## src/rtl/rapid_pkg.sv

```systemverilog
// Shared decode types and RV32 opcode constants for the rapid pipeline.
package rapid_pkg;

    localparam int unsigned XLEN = 32;

    localparam logic [6:0] OPC_LUI    = 7'b0110111;
    localparam logic [6:0] OPC_AUIPC  = 7'b0010111;
    localparam logic [6:0] OPC_JAL    = 7'b1101111;
    localparam logic [6:0] OPC_JALR   = 7'b1100111;
    localparam logic [6:0] OPC_BRANCH = 7'b1100011;
    localparam logic [6:0] OPC_LOAD   = 7'b0000011;
    localparam logic [6:0] OPC_STORE  = 7'b0100011;
    localparam logic [6:0] OPC_OPIMM  = 7'b0010011;
    localparam logic [6:0] OPC_OP     = 7'b0110011;

    typedef enum logic [2:0] {
        FMT_R,
        FMT_I,
        FMT_S,
        FMT_B,
        FMT_U,
        FMT_J,
        FMT_X
    } instr_fmt_e;

    typedef struct packed {
        logic [31:0]     instr;
        logic [XLEN-1:0] pc;
    } fetch_entry_s;

    typedef struct packed {
        logic        load_upper_imm;
        logic        uncond_branch;
        logic        cond_branch;
        logic        mem;
        logic        alu_imm;
        logic        alu_reg;
        logic        rs1_out;
        logic        rs2_out;
        logic [2:0]  fcs_opcode;
        logic [4:0]  rd;
        logic [4:0]  rs1;
        logic [4:0]  rs2;
        logic [31:0] debug_instruction;
    } control_ex_s;

    function automatic control_ex_s control_ex_s_default();
        return '0;
    endfunction

endpackage

```

## src/rtl/rv_decode_comb.sv

```systemverilog
// Pure combinational RV32I(M) decoder: raw instruction -> controls, immediate, illegal flag.
module rv_decode_comb
    import rapid_pkg::*;
#(
    parameter int unsigned XLEN     = rapid_pkg::XLEN,
    parameter bit          ENABLE_M = 1'b0
) (
    input  logic [31:0]     instr,
    output control_ex_s     control,
    output logic [XLEN-1:0] imm,
    output logic            illegal
);

    instr_fmt_e  fmt;
    logic [6:0]  funct7;
    logic [2:0]  funct3;
    logic [31:0] imm32;

    assign funct7 = instr[31:25];
    assign funct3 = instr[14:12];

    always_comb begin
        fmt     = FMT_X;
        control = control_ex_s_default();
        illegal = 1'b0;
        imm32   = '0;
        imm     = '0;

        unique case (instr[6:0])
            OPC_LUI, OPC_AUIPC: begin
                fmt = FMT_U;
                control.load_upper_imm = 1'b1;
            end
            OPC_JAL: begin
                fmt = FMT_J;
                control.uncond_branch = 1'b1;
            end
            OPC_JALR: begin
                fmt = FMT_I;
                control.uncond_branch = 1'b1;
            end
            OPC_BRANCH: begin
                fmt = FMT_B;
                control.cond_branch = 1'b1;
            end
            OPC_LOAD: begin
                fmt = FMT_I;
                control.mem = 1'b1;
            end
            OPC_STORE: begin
                fmt = FMT_S;
                control.mem = 1'b1;
            end
            OPC_OPIMM: begin
                fmt = FMT_I;
                control.alu_imm = 1'b1;
                if (funct3 == 3'b001 && funct7 != 7'b0000000) illegal = 1'b1;
                if (funct3 == 3'b101 && funct7 != 7'b0000000 && funct7 != 7'b0100000) illegal = 1'b1;
            end
            OPC_OP: begin
                fmt = FMT_R;
                control.alu_reg = 1'b1;
                if (!(funct7 == 7'b0000000 || funct7 == 7'b0100000 ||
                      (ENABLE_M && funct7 == 7'b0000001))) illegal = 1'b1;
            end
            default: illegal = 1'b1;
        endcase

        if (instr[1:0] != 2'b11) illegal = 1'b1;

        unique case (fmt)
            FMT_I:   imm32 = {{20{instr[31]}}, instr[31:20]};
            FMT_S:   imm32 = {{20{instr[31]}}, instr[31:25], instr[11:7]};
            FMT_B:   imm32 = {{19{instr[31]}}, instr[31], instr[7], instr[30:25], instr[11:8], 1'b0};
            FMT_U:   imm32 = {instr[31:12], 12'b0};
            FMT_J:   imm32 = {{11{instr[31]}}, instr[31], instr[19:12], instr[20], instr[30:21], 1'b0};
            default: imm32 = '0;
        endcase

        control.rd      = (fmt inside {FMT_U, FMT_J, FMT_I, FMT_R}) ? instr[11:7]  : 5'd0;
        control.rs1     = (fmt inside {FMT_I, FMT_S, FMT_B, FMT_R}) ? instr[19:15] : 5'd0;
        control.rs2     = (fmt inside {FMT_S, FMT_B, FMT_R})        ? instr[24:20] : 5'd0;
        control.rs1_out = fmt inside {FMT_I, FMT_S, FMT_B, FMT_R};
        control.rs2_out = fmt inside {FMT_S, FMT_B, FMT_R};
        control.fcs_opcode        = funct3;
        control.debug_instruction = instr;
        imm = XLEN'($signed(imm32));

        // Illegal packets carry only the raw word for debug; everything else reverts to default.
        if (illegal) begin
            control = control_ex_s_default();
            control.debug_instruction = instr;
            imm = '0;
        end
    end

endmodule

```

## src/rtl/decode_stage.sv

```systemverilog
// Decode stage: instruction FIFO from fetch, combinational decode of the head, registered output packet.
module decode_stage
    import rapid_pkg::*;
#(
    parameter int unsigned XLEN     = rapid_pkg::XLEN,
    parameter int unsigned DEPTH    = 4,
    parameter bit          ENABLE_M = 1'b0
) (
    input  logic                   i_clk,
    input  logic                   i_rst_n,
    input  logic                   i_flush,
    input  logic                   i_valid,
    output logic                   o_ready,
    input  logic [31:0]            i_instruction,
    input  logic [XLEN-1:0]        i_pc,
    output logic                   o_valid,
    input  logic                   i_ready,
    output control_ex_s            o_control_signal,
    output logic [XLEN-1:0]        o_imm,
    output logic [XLEN-1:0]        o_pc,
    output logic                   o_illegal,
    output logic [$clog2(DEPTH):0] o_count
);

    localparam int unsigned PW = $clog2(DEPTH);
    localparam int unsigned CW = PW + 1;

    fetch_entry_s    fifo_mem [DEPTH];
    logic [PW-1:0]   wr_ptr;
    logic [PW-1:0]   rd_ptr;
    logic [CW-1:0]   count;
    logic            push;
    logic            pop;
    fetch_entry_s    head;
    control_ex_s     dec_ctrl;
    logic [XLEN-1:0] dec_imm;
    logic            dec_illegal;

    assign o_ready = i_rst_n && (count != CW'(DEPTH)) && !i_flush;
    assign push    = i_valid && o_ready;
    assign pop     = (count != '0) && (!o_valid || i_ready) && !i_flush;
    assign head    = fifo_mem[rd_ptr];
    assign o_count = count;

    always_ff @(posedge i_clk) begin
        if (push) fifo_mem[wr_ptr] <= '{instr: i_instruction, pc: i_pc};
    end

    // DEPTH is a power of two, so pointer wrap is the natural PW-bit overflow.
    always_ff @(posedge i_clk or negedge i_rst_n) begin
        if (!i_rst_n) begin
            wr_ptr <= '0;
            rd_ptr <= '0;
            count  <= '0;
        end else if (i_flush) begin
            wr_ptr <= '0;
            rd_ptr <= '0;
            count  <= '0;
        end else begin
            if (push) wr_ptr <= wr_ptr + 1'b1;
            if (pop)  rd_ptr <= rd_ptr + 1'b1;
            if (push && !pop)      count <= count + 1'b1;
            else if (!push && pop) count <= count - 1'b1;
        end
    end

    rv_decode_comb #(
        .XLEN     (XLEN),
        .ENABLE_M (ENABLE_M)
    ) u_decode (
        .instr   (head.instr),
        .control (dec_ctrl),
        .imm     (dec_imm),
        .illegal (dec_illegal)
    );

    always_ff @(posedge i_clk or negedge i_rst_n) begin
        if (!i_rst_n) begin
            o_valid          <= 1'b0;
            o_illegal        <= 1'b0;
            o_control_signal <= control_ex_s_default();
            o_imm            <= '0;
            o_pc             <= '0;
        end else if (i_flush) begin
            o_valid   <= 1'b0;
            o_illegal <= 1'b0;
        end else if (pop) begin
            o_valid          <= 1'b1;
            o_control_signal <= dec_ctrl;
            o_imm            <= dec_imm;
            o_pc             <= head.pc;
            o_illegal        <= dec_illegal;
        end else if (i_ready) begin
            o_valid <= 1'b0;
        end
    end

endmodule

```

## config.mk

```make
export PLATFORM = sky130hd
export DESIGN_NAME = decode_stage
export DESIGN_NICKNAME = d
export VERILOG_FILES = /design/src/rtl/rapid_pkg.sv /design/src/rtl/rv_decode_comb.sv /design/src/rtl/decode_stage.sv
export SDC_FILE = /design/constraint.sdc
export NUM_CORES = 1
export LEC_CHECK = 0
export CAP_MARGIN = 10
export CORE_MARGIN = 4
export CORE_UTILIZATION = 23
export CTS_CLUSTER_DIAMETER = 60
export DETAILED_ROUTE_END_ITERATION = 7
export HOLD_SLACK_MARGIN = 0.05
export PLACE_DENSITY = 0.46
export SYNTH_ARGS = -nofsm -noshare
export SYNTH_HDL_FRONTEND = slang
export SYNTH_SLANG_ARGS = --single-unit
```

## constraint.sdc

```tcl
create_clock -name i_clk -period 4.4 [get_ports i_clk]
set_clock_uncertainty 0.2 [all_clocks]
set_input_delay 1.1 -clock i_clk [delete_from_list [all_inputs] [get_ports i_clk]]
set_output_delay 1.1 -clock i_clk [all_outputs]
set_load 0.02 [all_outputs]
```

==> metrics.cfg, run 1 <==
[detailed_routing]
vias=8547
drtIter0Drc=516
dr.pass1.iters=5
ant_nets=0
routed_via_density=4.23
drc=0
wl_per_cell_microns=20.8
wl_mm=42.2

[floorplanning]
num_io_pins=197
rows=92
die_area_sq_um=68000
start_util_pct=23.3
core_sq_um=63200
die_y_microns=261
die_w_microns=261

[cts]
cts.sinks=387
post_cts_resized=0
cts_tree=yes
cts_hold_buf=0
root_buffer=clkbuf_16
clock_path_buffers=3
post-cts-setup-buffers=0
cts_made_buffers=47
cts-htree-levels=2
clkLatencyLatePin_ps=570
clk_pin_slew_ps=60

[worst_setup_path]
critPathRequiredTime_ps=4660
critPathLaunch=rd_ptr[0]$_DFFE_PN0P_
rr_startpoint=rd_ptr[0]$_DFFE_PN0P_
critPathMaxFanout=27
slowest_delay_ps=780
path_class=flop to flop
arrival_ps=4010
slowest_stage=dfrtp_4
endpoint_kind=flop
cp-start-kind=flop
crit_chain=mux4_2 -> or4_1 -> a21oi_2 -> nor2_2 -> a211o_1 -> buf_4 -> o41ai_2

[grt]
grt_first_pass_wirelength_mm=62.1
grt_max_degree=68
gr-total-overflow=0
grt_pass1_vias=9040
grt_usage_pct=12.3
antenna_found_initial=5

[sta]
setup_tns_ps=0
max_slew_margin_pct=34.2
fmax_mhz=267
tightest_slew_ps=987
hold_viol_final=0
period_minus_slack_ps=3750
finalSetupViolCount=0
drv_slew=0
rsz0062_at_grt=no
layout_worst_path_cycle_share_pct=85.2

[run]
maxCapViolations=0

[pwr]
p_leak_nw=7.02
ir_worst_vdd_mv=0.382
p_per_area_nw_per_um2=597

[placed_design]
dp_hpwl_mm=27.8
gp_congestion=0.737
dp.cells=1932
port_buffers=196

[synthesis]
yosysWarnings=0
syn-num-nets=981
netlist_area_sq_um=14700
syn_area_per_cell_sq_um=16.2
ys_async_sr_fraction_pct=33.9
synth_cell_type_count=57
syn_inst=907
synth-main-ff-cell=edfxtp_1
synth_edf_count=256
synth_seq_cells=387
seq_area_frac_synth_pct=74.6

[hold_path]
worstHoldStart=o_control_signal[26]$_DFFE_PN0P_
min_path_type=flop to flop

[outcome]
status=complete, no violations

[layout]
final_nets=1209
stdcell_count=2022
drive_above_1_share_pct=16.1
syn_to_final_growth_pct=32.5
fillerInstances=6222

[synthesized netlist by cell type, types with 3 or more instances]
cell type	n	area share, %
a21o_1	3	0.15
a21oi_1	26	0.89
a22o_1	22	1.3
a22oi_1	4	0.20
and2_1	5	0.21
buf_1	12	0.31
buf_2	9	0.31
clkbuf_1	27	0.69
dfrtp_1	131	22
edfxtp_1	256	52
ha_1	4	0.34
inv_1	6	0.15
mux4_2	64	9.8
nand2_1	228	5.8
nand3_1	5	0.17
nand4b_1	3	0.18
nor2_1	10	0.26
nor2b_1	5	0.21
nor3_1	4	0.14
nor3b_1	4	0.20
o21ai_0	9	0.31
o21ai_1	21	0.72
o31ai_1	7	0.36
[final cells by class]
| class | instances | area (sq um) | share of cell area [%] |
|---|---|---|---|
| timing repair buffer | 229 | 2290 | 11.7 |
| clock inverter | 20 | 249 | 1.28 |
| clock buffer | 67 | 1340 | 6.90 |
| multi-input combinational | 464 | 3530 | 18.1 |
| inverter | 6 | 22.5 | 0.116 |
| antenna | 3 | 7.51 | 0.0386 |
| sequential | 387 | 11000 | 56.4 |
| tap | 846 | 1060 | 5.44 |
[per-stage QoR]
stage	area (sq um)	total power [mW]	utilization, %	setup WS, ps	hold slack [ps]
6_report	19500	11.6	30.8	650	277
5_1_grt	19500	12.2	30.8	382	301
4_1_cts	19500	11.8	30.8	643	280
3_5_place_dp	17900	7.82	28.3	662	262
3_3_place_gp	17900	7.81	28.3	658	264
2_1_floorplan	14700	6.34	-	385	355
[report_power, final]
| group | internal, mW | switching [mW] |
|---|---|---|
| registers | 4.29 | 0.322 |
| clock network | 2.42 | 1.52 |
| logic | 1.31 | 1.75 |
| total | 8.03 | 3.60 |
[kinds of logic after synthesis]
logic type,count (synthesis),share of synthesized area [%]
mux,67,10.0
buf+inv,56,1.58
fa+ha+maj,5,0.477
flops,387,74.6
xor+xnor,3,0.179
simple gates,282,8.27
compound gates,107,4.85
[layer usage]
| layer | vias up | track usage, % | routed length, microns |
|---|---|---|---|
| met5 | - | 0 | 30 |
| met4 | 4 | 3.77 | 898 |
| met3 | 62 | 2.92 | 2320 |
| met2 | 207 | 19.4 | 19800 |
| met1 | 4425 | 16.8 | 19100 |
| li1 | 3849 | - | - |
[layout by cell type, fill, tap and decap left out, drive strengths merged, types with 5 or more instances in the layout]
master         synthesis  final
clkinv                 0      9
o21ai                 30     30
clkdlybuf4s50          0    195
clkbuf                27     67
nor2                  11     11
buf                   23     34
nor3                   7      7
a22o                  22     22
bufinv                 0      5
nand2                228    228
and2                   5      5
mux4                  64     64
nor2b                  5      5
inv                    6      8
a21oi                 28     28
o31ai                  7      7
edfxtp               256    256
dfrtp                131    131
nand3                  5      5
[state kept, by name, indices dropped and copies added, names as in the netlist]
register / cells
o_control_signal: 58
rd_ptr: 2
fifo_mem: 256
o_valid: 1
wr_ptr: 2
o_pc: 32
o_count: 3
o_illegal: 1
o_imm: 32
[critical path: cells and delay by family (launching register included)]
kind | cells | cell delay (ps)
AO/OA/AOI/OAI | 3 | 1050
flip-flops | 1 | 780
multiplexers | 1 | 740
AND/OR/NAND/NOR | 2 | 660
buffers and inverters | 1 | 180
[path summary, 6_finish.rpt]
path,slack (ps),endpoint,cells after the start
worst max-delay path,650,o_imm[0]$_DFFE_PN0P_,7
worst min-delay path,280,o_control_signal[26]$_DFFE_PN0P_,2
worst max register to register,650,o_imm[0]$_DFFE_PN0P_,7
worst min register to register,280,o_control_signal[26]$_DFFE_PN0P_,2
max in group asynchronous,1880,o_imm[16]$_DFFE_PN0P_,3
min in group asynchronous,570,o_control_signal[28]$_DFFE_PN0P_,2
(Power assumes the default switching activity.)
==> run 2: changes to the inputs <==
Settings changed: SKIP_CTS_REPAIR_TIMING from default to 1.
==> results of run 2 <==
No change in the layout: final DEF, timing and power equal those of run 1.
